[config.mk]
export PLATFORM = sky130hd
export DESIGN_NAME = bno055_sequencer
export DESIGN_NICKNAME = d
export VERILOG_FILES = /design/src/rtl/bno055_sequencer.sv
export SDC_FILE = /design/constraint.sdc
export NUM_CORES = 1
export LEC_CHECK = 0
export CAP_MARGIN = 20
export CORE_ASPECT_RATIO = 0.9
export CORE_UTILIZATION = 55
export CTS_BUF_LIST = sky130_fd_sc_hd__clkbuf_2
export DETAILED_ROUTE_END_ITERATION = 6
export PLACE_DENSITY = 0.78
export SLEW_MARGIN = 20
export SYNTH_ARGS = -nofsm -noshare
export SYNTH_HDL_FRONTEND = slang
export SYNTH_SLANG_ARGS = --single-unit
export TNS_END_PERCENT = 5
[constraint.sdc]
create_clock -name i_clk -period 2.9 [get_ports i_clk]
set_input_delay 0.87 -clock i_clk [delete_from_list [all_inputs] [get_ports i_clk]]
set_output_delay 0.87 -clock i_clk [all_outputs]
set_load 0.005 [all_outputs]
[src/rtl/bno055_sequencer.sv]
// BNO055 access sequencer: boot delay, four configuration writes, then periodic
// six-byte Euler bursts with timeout/retry. Optional macro BNO055_CHIPID_CHECK_EN.
module bno055_sequencer #(
  parameter int unsigned BOOT_WAIT_CYCLES = 16_500_000,
  parameter int unsigned MODE_WAIT_CYCLES = 500_000,
  parameter int unsigned POLL_CYCLES      = 250_000,
  parameter int unsigned TIMEOUT_CYCLES   = 100_000,
  parameter int unsigned MAX_RETRY        = 3
) (
  input  logic        i_clk,
  input  logic        i_rst_n,
  input  logic        i_poll_en,
  output logic [1:0]  o_opcode,
  output logic [7:0]  o_reg_addr,
  output logic [7:0]  o_tx_data,
  input  logic [7:0]  i_reg_data,
  input  logic        i_done,
  output logic [15:0] o_heading,
  output logic [15:0] o_roll,
  output logic [15:0] o_pitch,
  output logic        o_valid,
  output logic        o_ready,
  output logic        o_fault,
  output logic [7:0]  o_err_cnt
);

  // Handshake: o_opcode is nonzero for exactly one cycle (ISSUE state); address and
  // data hold through the WAIT state until i_done or timeout re-issues the transaction.
  typedef enum logic [3:0] {
    S_BOOT_WAIT, S_CHIP_ISSUE, S_CHIP_WAIT, S_CFG_ISSUE, S_CFG_WAIT, S_MODE_WAIT,
    S_IDLE, S_RD_ISSUE, S_RD_WAIT, S_PUBLISH, S_FAULT
  } state_t;

  localparam logic [31:0] BOOT_LAST = 32'(BOOT_WAIT_CYCLES - 1);
  localparam logic [31:0] MODE_LAST = 32'(MODE_WAIT_CYCLES - 1);
  localparam logic [31:0] POLL_LAST = 32'(POLL_CYCLES - 1);
  localparam logic [31:0] TMO_LAST  = 32'(TIMEOUT_CYCLES - 1);
  localparam logic [7:0]  RETRY_LIM = 8'(MAX_RETRY);

  state_t      state, state_next;
  logic [31:0] cnt, cnt_next;
  logic [2:0]  idx, idx_next;
  logic [7:0]  retry, retry_next;
  logic [31:0] poll_cnt;
  logic        pending, poll_tick;
  logic        burst_start, capture, drop;
  logic        timed_out, retry_left;
  logic [7:0]  cfg_addr, cfg_data;
  logic [5:0][7:0] rd_bytes;

  assign timed_out  = (cnt == TMO_LAST);
  assign retry_left = (retry < RETRY_LIM);
  assign poll_tick  = (poll_cnt == POLL_LAST);

  always_comb begin
    cfg_addr = 8'h3D;
    cfg_data = 8'h00;
    case (idx)
      3'd1:    cfg_addr = 8'h3E;
      3'd2:    cfg_addr = 8'h3B;
      3'd3:    cfg_data = 8'h0C;
      default: ;
    endcase
  end

  always_ff @(posedge i_clk or negedge i_rst_n) begin
    if (!i_rst_n) begin
      state <= S_BOOT_WAIT;
      cnt   <= '0;
      idx   <= '0;
      retry <= '0;
    end else begin
      state <= state_next;
      cnt   <= cnt_next;
      idx   <= idx_next;
      retry <= retry_next;
    end
  end

  always_comb begin
    state_next  = state;
    cnt_next    = cnt;
    idx_next    = idx;
    retry_next  = retry;
    burst_start = 1'b0;
    capture     = 1'b0;
    drop        = 1'b0;
    o_opcode    = 2'd0;
    o_reg_addr  = 8'h00;
    o_tx_data   = 8'h00;
    o_ready     = 1'b0;
    o_fault     = 1'b0;
    case (state)
      S_BOOT_WAIT: begin
        cnt_next = cnt + 32'd1;
        if (cnt == BOOT_LAST) begin
          cnt_next   = '0;
          idx_next   = '0;
          retry_next = '0;
`ifdef BNO055_CHIPID_CHECK_EN
          state_next = S_CHIP_ISSUE;
`else
          state_next = S_CFG_ISSUE;
`endif
        end
      end
`ifdef BNO055_CHIPID_CHECK_EN
      S_CHIP_ISSUE: begin
        o_opcode   = 2'd1;
        cnt_next   = 32'd1;
        state_next = S_CHIP_WAIT;
      end
      S_CHIP_WAIT: begin
        cnt_next = cnt + 32'd1;
        if (i_done) begin
          retry_next = '0;
          state_next = (i_reg_data == 8'hA0) ? S_CFG_ISSUE : S_FAULT;
        end else if (timed_out) begin
          if (retry_left) begin
            retry_next = retry + 8'd1;
            state_next = S_CHIP_ISSUE;
          end else begin
            state_next = S_FAULT;
          end
        end
      end
`endif
      S_CFG_ISSUE: begin
        o_opcode   = 2'd2;
        o_reg_addr = cfg_addr;
        o_tx_data  = cfg_data;
        cnt_next   = 32'd1;
        state_next = S_CFG_WAIT;
      end
      S_CFG_WAIT: begin
        o_reg_addr = cfg_addr;
        o_tx_data  = cfg_data;
        cnt_next   = cnt + 32'd1;
        if (i_done) begin
          retry_next = '0;
          if (idx == 3'd3) begin
            // The done cycle counts as the first mode-wait cycle.
            cnt_next   = 32'd1;
            state_next = S_MODE_WAIT;
          end else begin
            idx_next   = idx + 3'd1;
            state_next = S_CFG_ISSUE;
          end
        end else if (timed_out) begin
          if (retry_left) begin
            retry_next = retry + 8'd1;
            state_next = S_CFG_ISSUE;
          end else begin
            state_next = S_FAULT;
          end
        end
      end
      S_MODE_WAIT: begin
        cnt_next = cnt + 32'd1;
        if (cnt == MODE_LAST) state_next = S_IDLE;
      end
      S_IDLE: begin
        o_ready = 1'b1;
        if (pending && i_poll_en) begin
          burst_start = 1'b1;
          idx_next    = '0;
          retry_next  = '0;
          state_next  = S_RD_ISSUE;
        end
      end
      S_RD_ISSUE: begin
        o_ready    = 1'b1;
        o_opcode   = 2'd1;
        o_reg_addr = 8'h1A + {5'd0, idx};
        cnt_next   = 32'd1;
        state_next = S_RD_WAIT;
      end
      S_RD_WAIT: begin
        o_ready    = 1'b1;
        o_reg_addr = 8'h1A + {5'd0, idx};
        cnt_next   = cnt + 32'd1;
        if (i_done) begin
          capture    = 1'b1;
          retry_next = '0;
          if (idx == 3'd5) begin
            state_next = S_PUBLISH;
          end else begin
            idx_next   = idx + 3'd1;
            state_next = S_RD_ISSUE;
          end
        end else if (timed_out) begin
          if (retry_left) begin
            retry_next = retry + 8'd1;
            state_next = S_RD_ISSUE;
          end else begin
            drop       = 1'b1;
            state_next = S_IDLE;
          end
        end
      end
      S_PUBLISH: begin
        o_ready    = 1'b1;
        state_next = S_IDLE;
      end
      S_FAULT: o_fault = 1'b1;
      default: state_next = S_FAULT;
    endcase
  end

  // Poll timer runs only while ready; one pending tick survives an active burst.
  always_ff @(posedge i_clk or negedge i_rst_n) begin
    if (!i_rst_n) begin
      poll_cnt <= '0;
      pending  <= 1'b0;
    end else if (!o_ready) begin
      poll_cnt <= '0;
      pending  <= 1'b0;
    end else begin
      poll_cnt <= poll_tick ? '0 : poll_cnt + 32'd1;
      pending  <= poll_tick | (pending & ~burst_start);
    end
  end

  // Bytes shift in ascending address order, so rd_bytes[0] holds register 0x1A.
  always_ff @(posedge i_clk or negedge i_rst_n) begin
    if (!i_rst_n) begin
      rd_bytes  <= '0;
      o_heading <= '0;
      o_roll    <= '0;
      o_pitch   <= '0;
      o_valid   <= 1'b0;
      o_err_cnt <= '0;
    end else begin
      if (capture) rd_bytes <= {i_reg_data, rd_bytes[5:1]};
      o_valid <= (state == S_PUBLISH);
      if (state == S_PUBLISH) begin
        o_heading <= {rd_bytes[1], rd_bytes[0]};
        o_roll    <= {rd_bytes[3], rd_bytes[2]};
        o_pitch   <= {rd_bytes[5], rd_bytes[4]};
      end
      if (drop && (o_err_cnt != 8'hFF)) o_err_cnt <= o_err_cnt + 8'd1;
    end
  end

endmodule
Yosys cells after proc, flatten, opt, wreduce, memory -nomap -nowiden
Index checks and enable logic that the tools add are counted.

storage, ports and cells
  register bits after elaboration = 185
  input port bits = 12
  output and inout bits = 77

operators by class
  $add $sub $neg = 6
  $lt $le $gt $ge = 1
  eq/ne operators = 28
  mux-type cells = 47
  bitwise gates (word level) = 4
  reductions and logical operators = 15

operators with widths
  kind                   count
  $mux 32                5
  $pmux 32 s4            1
  $add 32x1->32 const B  2
  $mux 8                 6
  $mux 4                 10
  $pmux 4 s9             1
  $eq 32x17->1 const B   1
  $eq 32x18->1 const B   1
  $eq 32x19->1 const B   1
  $eq 32x24->1 const B   1
  $pmux 8 s3             1
  $mux 3                 7
  $add 8x1->8 const B    2
  $eq 4x3->1 const B     4
  $ne 2x2->1 const B     7
  $eq 4x4->1 const B     3
  $mux 1                 12
  $pmux 3 s4             1
  $pmux 6 s2             1
  $reduce_or 2->1        5
  $lt 8x2->1 const B     1
  $ne 8x8->1 const B     1
  $reduce_bool 4->1      2
  $reduce_and 7->1       1
  other kinds (19)       24

Depth between registers and ports, before layout
Gate-level depths: netlist of run 1.

  depth after elaboration = 7
  mapped depth = 8

Least setup slack after synthesis of run 1
OpenSTA, ideal clock, no wires.

  kind = reg-to-output
  start point = register state[0]
  end point = output o_reg_addr[4]
  arrival time = 1.574 ns
  required time = 2.030 ns
  path slack = 0.456 ns
  cell stages (with the launch flop) = 8
  cell sequence = dfrtp_1 > buf_2 > or2_2 > clkbuf_1 > nor2_1 > nor2_1 > o21ai_0 > buf_4

on the way
  cells in the longest elaborated chain, start to end = 3
  elaborated cells on any way between the ends = 7

RTL lines
  element                                   RTL line  source
  from (decl)                               40        state_t state, state_next;
  from (signal assigned)                    73        state <= state_next;
  $eq 4x4->1, or another cell as far along  93        case (state)
  $reduce_or 2->1 (no line)                 --
  $pmux 6 s2 *                              93
  to (decl)                                 14        output logic [7:0] o_reg_addr,

Mark *: on every way between the ends. The rest lies on a longest branch, timed or not.

Worst setup path after layout of run 1
  start point = register state[1]
  end point = output o_reg_addr[1]

The elaborated chain is that of the path after synthesis.

==> flow_summary.yaml, run 1 <==
synthesis:
  yosysTopAreaCellShare_pct: 53.8
  synth.area.top_cells: "dfrtp_1 (54%), mux2_2 (13%), xor2_1 (3.4%), nor2_1 (3.3%), xnor2_1 (2.3%)"
  yosysUniqueCellTypes: 55
  ys_ff_latch: 185
  synth.yosys.warnings: 0
  synth_seq_area_share_pct: 53.8
  postSynthCellCount: 754
  synth_ff_type: "dfrtp_1"
  synth-async-reset-ratio_pct: 100
  synth_area_sq_mm: 0.00861
  synth_area_leader_cell: "dfrtp_1"
  synth.most_common_cell: "dfrtp_1"
  synth-edff-count: 0
  avgSynthCellArea_sq_um: 11.4
  synthTopCellsByCount: "dfrtp_1 (185), mux2_2 (98), nor2_1 (75)"
clocking:
  cts_sinks: 185
  insertion_delay_ns: 0.78
  clkSlewWorstSetupHoldPaths_ns: 0.30
  cts.htree.levels: 4
  cts_buffer_depth: 2
  cts_root_buf: "clkbuf_2"
  cts_tree: "built"
  cts_buffers: 17
critical_path:
  critPathKind: "flop to output pin"
  ff2ff_path_depth: 5
  worstPathRequired_ns: 2.03
  ff2ff_setup_slack_ns: 0.42
  crit_path_start_kind: "flop"
  worstPathMaxFanout: 6
  r2r-start: "cnt[6]"
  cp.arrival_ns: 2.25
  timing.rr.end: "retry[0]"
  endpoint_kind: "output pin"
sta:
  finalMaxSlewViolations: 0
  min_period_ns: 3.12
  fmax_mhz: 320
  setup_viol: 10
  finClkSkew_ns: 0.0408
  min_period_over_period_pct: 108
  max_slew_margin_pct: 55.9
  rsz0062_at_grt: "yes"
  hold_viol_final: 0
  worst_pin_slew_ns: 0.662
  worst_slack_ns: -0.223
grt:
  grt_usage_pct: 23.6
  antenna_found_initial: 0
  overflow: 0
  grt_pass1_wl_microns: 30000
  grt_max_degree: 57
  first_global_vias: 5999
placement:
  place_congestion: 0.934
  pre_cts_ws_ns: 0.144
  place.detailed.hpwl_microns: 12500
  io_buffers: 80
  placed_cell_area_sq_mm: 0.00966
  dpl.cell_count: 1020
finish:
  insertedDiodeCount: 0
  multi_input_area_sq_mm: 0.00380
  regArea_sq_mm: 0.00463
  stdcell_count: 1059
  areaGrowthSynthToFinish_pct: 16.6
  final_area_sq_mm: 0.0100
  drive_above_1_share_pct: 22.8
  fin_util_pct: 65.5
  final_nets: 865
  fillerInstances: 1154
drt:
  final_antenna_net_count: 0
  dr.pass1.iters: 7
  wire_per_inst_microns: 17.0
  route.detailed.drc: 2
  viasPerCell: 5.78
  wirelength_microns: 18000
  drt-initial-drc-count: 415
  dr_total_vias: 6117
floorplan:
  core_sq_mm: 0.0153
  io_pins: 89
  num_rows: 43
  start_util_pct: 56.1
  die_w_microns: 134
  die_h_microns: 121
  dieArea_sq_mm: 0.0162
power_and_ir_drop:
  p_leak_nw: 4.80
  worst_ir_drop_vdd_mv: 0.301
  power_density_mw_per_mm2: 399
flow_run:
  drv_cap: 0
status:
  status: "complete, but fails checks"
  violations: "design-rule violations, negative setup slack"
hold_path:
  hp-class: "input port to async pin"
## per-layer routing
metal	GRT usage, %	up-vias	routed length (microns)
met5	0	-	0
li1	-	2864	-
met4	7.60	0	271
met2	38.1	160	9060
met1	31.4	3066	7920
met3	5.66	27	767
## power breakdown
| group | switching, mW | internal (mW) | total [mW] |
|---|---|---|---|
| Sequential | 0.000591 | 2.59 | 2.59 |
| Combinational | 0.0568 | 0.0204 | 0.0772 |
| Clock | 0.969 | 0.370 | 1.34 |
## worst max path at each step
stage	startpoint	endpoint	slack [ns]	cells after the start
floorplan	state[0]	o_reg_addr[4]	0.46	7
global placement	state[2]	o_reg_addr[1]	0.18	5
detailed placement	state[2]	o_reg_addr[1]	0.14	5
CTS	state[0]	o_reg_addr[1]	-0.21	4
global route	state[0]	o_reg_addr[1]	-0.32	4
finish	state[1]	o_reg_addr[1]	-0.22	4
## through the flow
step	setup TNS (ns)	hold WS [ns]	power [mW]
5_1_grt	-2.57	0.399	4.18
3_5_place_dp	0	0.486	2.71
3_3_place_gp	0	0.466	2.71
6_report	-1.24	0.481	4.00
2_1_floorplan	0	0.455	2.64
4_1_cts	-1.40	0.435	4.05
## cells by family (layout without fill, tap and decap cells)
kind of cell | count (synthesis) | after routing | synth area share [%]
AOI/OAI and AO/OA | 67 | 67 | 5.06
other | 1 | 8 | 0.0436
buffers and inverters | 58 | 154 | 3.43
DFF | 185 | 185 | 53.8
adders and majority gates | 9 | 9 | 1.31
muxes | 103 | 103 | 13.4
xor gates and xnor gates | 56 | 56 | 5.70
and+or+nand+nor | 275 | 275 | 17.3
## state kept, by name, indices dropped and copies added, names as in the netlist
signal and count:
state 4, pending 1, idx 3, o_roll 16, o_err_cnt 8, cnt 32
o_pitch 16, rd_bytes 48, o_valid 1, poll_cnt 32, o_heading 16, retry 8
## layout by cell type (no fill, tap or decap), types with 8 or more instances in the layout
| master | synthesis | layout |
|---|---|---|
| buf_6 | 4 | 10 |
| and3_1 | 19 | 19 |
| a21oi_1 | 20 | 20 |
| nand4_1 | 26 | 26 |
| conb_1 | 1 | 8 |
| or3_1 | 15 | 15 |
| ha_1 | 9 | 9 |
| buf_4 | 10 | 16 |
| xnor2_1 | 23 | 23 |
| o21ai_0 | 17 | 14 |
| mux2_2 | 98 | 98 |
| nor2_1 | 75 | 68 |
| inv_1 | 13 | 13 |
| dfrtp_1 | 185 | 184 |
| clkbuf_2 | 1 | 20 |
| and4_1 | 9 | 9 |
| xor2_1 | 33 | 33 |
| nor4_1 | 18 | 18 |
| nand2_1 | 34 | 32 |
| nor3_1 | 15 | 14 |
| clkdlybuf4s50_1 | 0 | 68 |
| nand3_1 | 27 | 26 |
## what timing repair did
| item | 4_1_cts | 5_1_grt |
|---|---|---|
| hold buffers | 1 | 0 |
| pin swaps | 7 | 0 |
| setup endpoints to repair | 12 | 12 |
| cloned | 0 | 0 |
| resized for setup | 70 | 5 |
| endpoints found under the hold margin | 32 | 0 |
| buffers inserted | 6 | 0 |
## cell type report
type	count	share of cell area [%]
tap	202	2.52
clock inverter	13	1.53
timing repair buffer	109	10.6
multi-input combinational	518	37.8
sequential	185	46.1
inverter	13	0.486
clock buffer	19	0.947
## worst max-delay path, cell delays in order (launching register included)
cell	delay, ns
dfrtp_1	0.46
or3_1	0.40
a21o_1	0.24
o32ai_2	0.23
buf_2	0.16
Power figures use the tool's default switching activity.
==> run 2, diff against run 1 <==
--- a/config.mk
+++ b/config.mk
@@ -10,6 +10,7 @@
 export CORE_UTILIZATION = 55
 export CTS_BUF_LIST = sky130_fd_sc_hd__clkbuf_2
 export DETAILED_ROUTE_END_ITERATION = 6
+export GPL_TIMING_DRIVEN = 0
 export PLACE_DENSITY = 0.78
 export SLEW_MARGIN = 20
 export SYNTH_ARGS = -nofsm -noshare
==> flow_summary.yaml, run 2 (synthesis results as in run 1) <==
status:
  status: "complete, but fails checks"
  violations: "negative setup slack"
finish:
  final_nets: 890
  regMostFlops: "rd_bytes"
  fin_util_pct: 66.4
  stdcell_count: 1084
  final_cell_mix: "dfrtp_1 (182), mux2_2 (98), nor2_1 (69), clkdlybuf4s50_1 (69), xor2_1 (33)"
  drive_above_1_share_pct: 23.4
  insertedDiodeCount: 0
  fillerInstances: 1120
  largest_reg_flops: 48
  layout_commonest_cell: "dfrtp_1"
  regArea_sq_mm: 0.00463
  final_area_sq_mm: 0.0102
  multi_input_area_sq_mm: 0.00382
  areaGrowthSynthToFinish_pct: 18.3
  reg_top3: "rd_bytes x48, cnt x32, poll_cnt x32"
floorplan:
  start_util_pct: 56.1
  core_sq_mm: 0.0153
  die_h_microns: 121
  io_pins: 89
  num_rows: 43
  die_w_microns: 134
  dieArea_sq_mm: 0.0162
sta:
  max_slew_margin_pct: 54.0
  rsz0062_at_grt: "yes"
  min_period_over_period_pct: 112
  finClkSkew_ns: 0.0472
  hold_viol_final: 0
  fmax_mhz: 308
  worst_pin_slew_ns: 0.690
  tns_ns: -2.95
  finalMaxSlewViolations: 0
  worst_slack_ns: -0.343
  setup_viol: 12
  hold_ws_ns: 0.520
  min_period_ns: 3.24
drt:
  wirelength_microns: 18400
  viasPerCell: 5.77
  dr_total_vias: 6259
  route.detailed.drc: 0
  dr.pass1.iters: 4
  wire_per_inst_microns: 16.9
  drt-initial-drc-count: 460
  final_antenna_net_count: 0
clocking:
  cts.htree.levels: 4
  clkSlewWorstSetupHoldPaths_ns: 0.25
  cts_buffer_depth: 2
  insertion_delay_ns: 0.79
  cts_buffers: 17
  cts_tree: "built"
  cts_root_buf: "clkbuf_2"
  cts_sinks: 185
placement:
  pre_cts_ws_ns: -0.322
  place_congestion: 0.921
  place.detailed.hpwl_microns: 12900
  io_buffers: 79
  dpl.cell_count: 1043
  placed_cell_area_sq_mm: 0.00971
critical_path:
  critPathBufInv: 3
  worstPathMaxFanout: 5
  cp.arrival_ns: 2.37
  crit_family: "flip-flops"
  ff2ff_setup_slack_ns: 0.28
  slowest_stage: "dfrtp_2"
  crit_chain: "buf_8 > or3_4 > a21o_4 > buf_4 > o22ai_2 > buf_2"
  cpPeakStageDelay_ns: 0.49
  worstPathRequired_ns: 2.03
  critPathKind: "flop to output pin"
  endpoint_kind: "output pin"
  crit_path_start_kind: "flop"
grt:
  grt_max_degree: 104
  overflow: 0
  antenna_found_initial: 0
  grt_pass1_wl_microns: 30400
  first_global_vias: 6148
  grt_usage_pct: 23.9
flow_run:
  drv_cap: 0
hold_path:
  hp-class: "flop to flop"
power_and_ir_drop:
  p_leak_nw: 4.86
  power_density_mw_per_mm2: 399
  power_mw: 4.07
  worst_ir_drop_vdd_mv: 0.350
[run 2: cell types whose count changed in the layout (fill, tap and decap cells not counted), moves of 3 or more]
cell,delta
buf_1,+7
buf_12,-3
buf_4,+4
clkbuf_1,+10
[run 2: final cells by class]
class	count	share of cell area (%)
plain buffers	39	2.32
clock buffers	17	0.835
clock inverters	15	1.77
inverters	13	0.479
multi-input cells	518	37.5
flip-flops and latches	185	45.5
well taps	202	2.48
repair buffers	95	9.14
[run 2: path summary, 6_finish.rpt]
check | endpoint | start | cells after the start
setup / recovery | o_reg_addr[0] | state[1] | 6
max in group asynchronous | cnt[20] | i_rst_n | 3
hold reg to reg | o_err_cnt[5] | o_err_cnt[5] | 1
setup reg to reg | cnt[26] | state[1] | 8
hold / removal | o_err_cnt[5] | o_err_cnt[5] | 1
min in group asynchronous | o_heading[10] | i_rst_n | 2
[run 2: repair_timing]
action / CTS / global route
gates resized for setup: 70 / 13
endpoints found under the hold margin: 28 / 0
setup endpoints to repair: 12 / 12
hold buffers: 1 / 0
pin swaps: 5 / 0
setup buffers: 14 / 0
[run 2: power breakdown]
group	leakage [nW]	switching (mW)	internal, mW
Clock	0.161	0.960	0.439
Sequential	2.55	0.000571	2.59
Combinational	2.14	0.0567	0.0253
Total	4.86	1.02	3.05
[run 2: metal layers]
metal / up-vias / GRT usage [%] / share of wire (%)
li1: 2898 / - / -
met1: 3135 / 32.6 / 45
met2: 184 / 38.4 / 49
met3: 42 / 4.82 / 4.3
met4: 0 / 7.67 / 2.0
met5: - / 0 / 0
==> run 3, diff against run 2 <==
--- a/config.mk
+++ b/config.mk
@@ -9,9 +9,10 @@
 export CORE_ASPECT_RATIO = 0.9
 export CORE_UTILIZATION = 55
 export CTS_BUF_LIST = sky130_fd_sc_hd__clkbuf_2
+export CTS_CLUSTER_DIAMETER = 80
 export DETAILED_ROUTE_END_ITERATION = 6
 export GPL_TIMING_DRIVEN = 0
-export PLACE_DENSITY = 0.78
+export PLACE_DENSITY_LB_ADDON = 0.08
 export SLEW_MARGIN = 20
 export SYNTH_ARGS = -nofsm -noshare
 export SYNTH_HDL_FRONTEND = slang
==> flow_summary.yaml, run 3 (synthesis results as in run 1) <==
status:
  status: "complete, but fails checks"
  violations: "negative setup slack"
sta:
  finalMaxSlewViolations: 0
  worst_pin_slew_ns: 0.743
  rsz0062_at_grt: "yes"
  max_slew_margin_pct: 50.0
  setup_viol: 10
  hold_viol_final: 0
  min_period_ns: 3.25
  finClkSkew_ns: 0.0297
  worst_slack_ns: -0.353
  min_period_over_period_pct: 112
  fmax_mhz: 307
critical_path:
  worstPathMaxFanout: 6
  startpoint: "state[1]"
  cp.arrival_ns: 2.38
  cp-endpoint: "o_reg_addr[1]"
  worstPathRequired_ns: 2.03
  r2r-start: "state[1]"
  ff2ff_path_depth: 8
  timing.rr.end: "cnt[30]"
  crit_path_start_kind: "flop"
  critPathKind: "flop to output pin"
  ff2ff_setup_slack_ns: 0.25
  endpoint_kind: "output pin"
floorplan:
  dieArea_sq_mm: 0.0162
  die_w_microns: 134
  core_sq_mm: 0.0153
  die_h_microns: 121
  num_rows: 43
  io_pins: 89
  start_util_pct: 56.1
finish:
  final_cell_mix: "dfrtp_1 (181), mux2_2 (98), nor2_1 (70)"
  drive_above_1_share_pct: 23.3
  largest_reg_flops: 48
  regMostFlops: "rd_bytes"
  fillerInstances: 1208
  regArea_sq_mm: 0.00463
  reg_top3: "rd_bytes x48, cnt x32, poll_cnt x32"
  layout_commonest_cell: "dfrtp_1"
  final_nets: 889
  insertedDiodeCount: 0
  final_area_sq_mm: 0.0102
  fin_util_pct: 66.3
  areaGrowthSynthToFinish_pct: 18.0
  multi_input_area_sq_mm: 0.00381
clocking:
  cts_buffers: 17
  insertion_delay_ns: 0.73
  cts_root_buf: "clkbuf_2"
  cts_buffer_depth: 2
  cts_tree: "built"
  cts.htree.levels: 4
  cts_sinks: 185
  clkSlewWorstSetupHoldPaths_ns: 0.27
drt:
  wirelength_microns: 17800
  wire_per_inst_microns: 16.5
  dr_total_vias: 6097
  final_antenna_net_count: 0
  dr.pass1.iters: 5
  drt-initial-drc-count: 354
  viasPerCell: 5.63
  route.detailed.drc: 0
grt:
  use_met2_pct: 38.0
  antenna_found_initial: 0
  grt_use_met3_pct: 4.23
  grt_pass1_wl_microns: 30000
  first_global_vias: 6014
  grt_usage_pct: 23.5
  top_usage_layer: "met2"
  overflow: 0
  grt_max_degree: 109
  grt_use_met1_pct: 32.6
hold_path:
  hp-class: "flop to flop"
  min_from: "poll_cnt[0]"
placement:
  place_congestion: 0.828
  pre_cts_ws_ns: -0.344
  io_buffers: 79
  place.detailed.hpwl_microns: 12800
  placed_cell_area_sq_mm: 0.00971
flow_run:
  drv_cap: 0
power_and_ir_drop:
  power_density_mw_per_mm2: 399
  power_mw: 4.05
  p_leak_nw: 4.87
  worst_ir_drop_vdd_mv: 0.289
## run 3: cell count changes in the layout (fill, tap and decap cells not counted), sizes merged
cell,before,now
clkbuf,30,28
clkinv,4,2
clkdlybuf4s15,0,1
clkdlybuf4s50,69,68
clkinvlp,0,1
dlymetal6s2s,0,1
inv,22,23
## run 3: what timing repair did
action	4_1_cts	5_1_grt
endpoints found under the hold margin	12	0
gates resized for setup	61	10
cloned	0	0
setup endpoints to repair	12	12
hold buffers	1	0
setup buffers	11	1
pin swaps	6	2
## run 3: cell type report
type,instances,share of cell area (%)
Buffer,40,2.48
Clock buffer,17,0.837
Clock inverter,15,1.75
Inverter,13,0.480
Multi-Input combinational cell,518,37.5
Sequential cell,185,45.6
Tap cell,202,2.49
Timing Repair Buffer,93,8.85
## run 3: per-stage QoR
step	hold WS, ns	TNS, ns	cells
CTS	0.487	-3.03	1082
finish	0.510	-2.15	1083
global placement	0.478	-1167.94	1042
global route	0.490	-3.82	1083
floorplan	0.455	0	761
detailed placement	0.483	-1.36	1043
## run 3: per-layer routing
metal	share of wire (%)	wire length, microns
met1	46	8270
met2	49	8690
met3	3.8	683
met4	0.97	173
met5	0	0
## run 3: how the worst min path moves through the flow
stage                    to  depth (start not counted)
6_report        poll_cnt[0]                          1
5_1_grt              idx[2]                          3
4_1_cts              idx[2]                          3
3_5_place_dp   o_err_cnt[5]                          1
3_3_place_gp    poll_cnt[0]                          1
2_1_floorplan   poll_cnt[0]                          1
## run 3: power breakdown
group	switching (mW)	internal, mW
logic	0.0572	0.0253
registers	0.000548	2.59
clock network	0.941	0.439
total	0.998	3.05
## run 3: critical path: stages, from the launching register on
cell and delay (ns):
dfrtp_2 0.48, buf_8 0.13, or3_4 0.32, a21o_4 0.25
buf_4 0.14, o32ai_2 0.21, buf_2 0.16
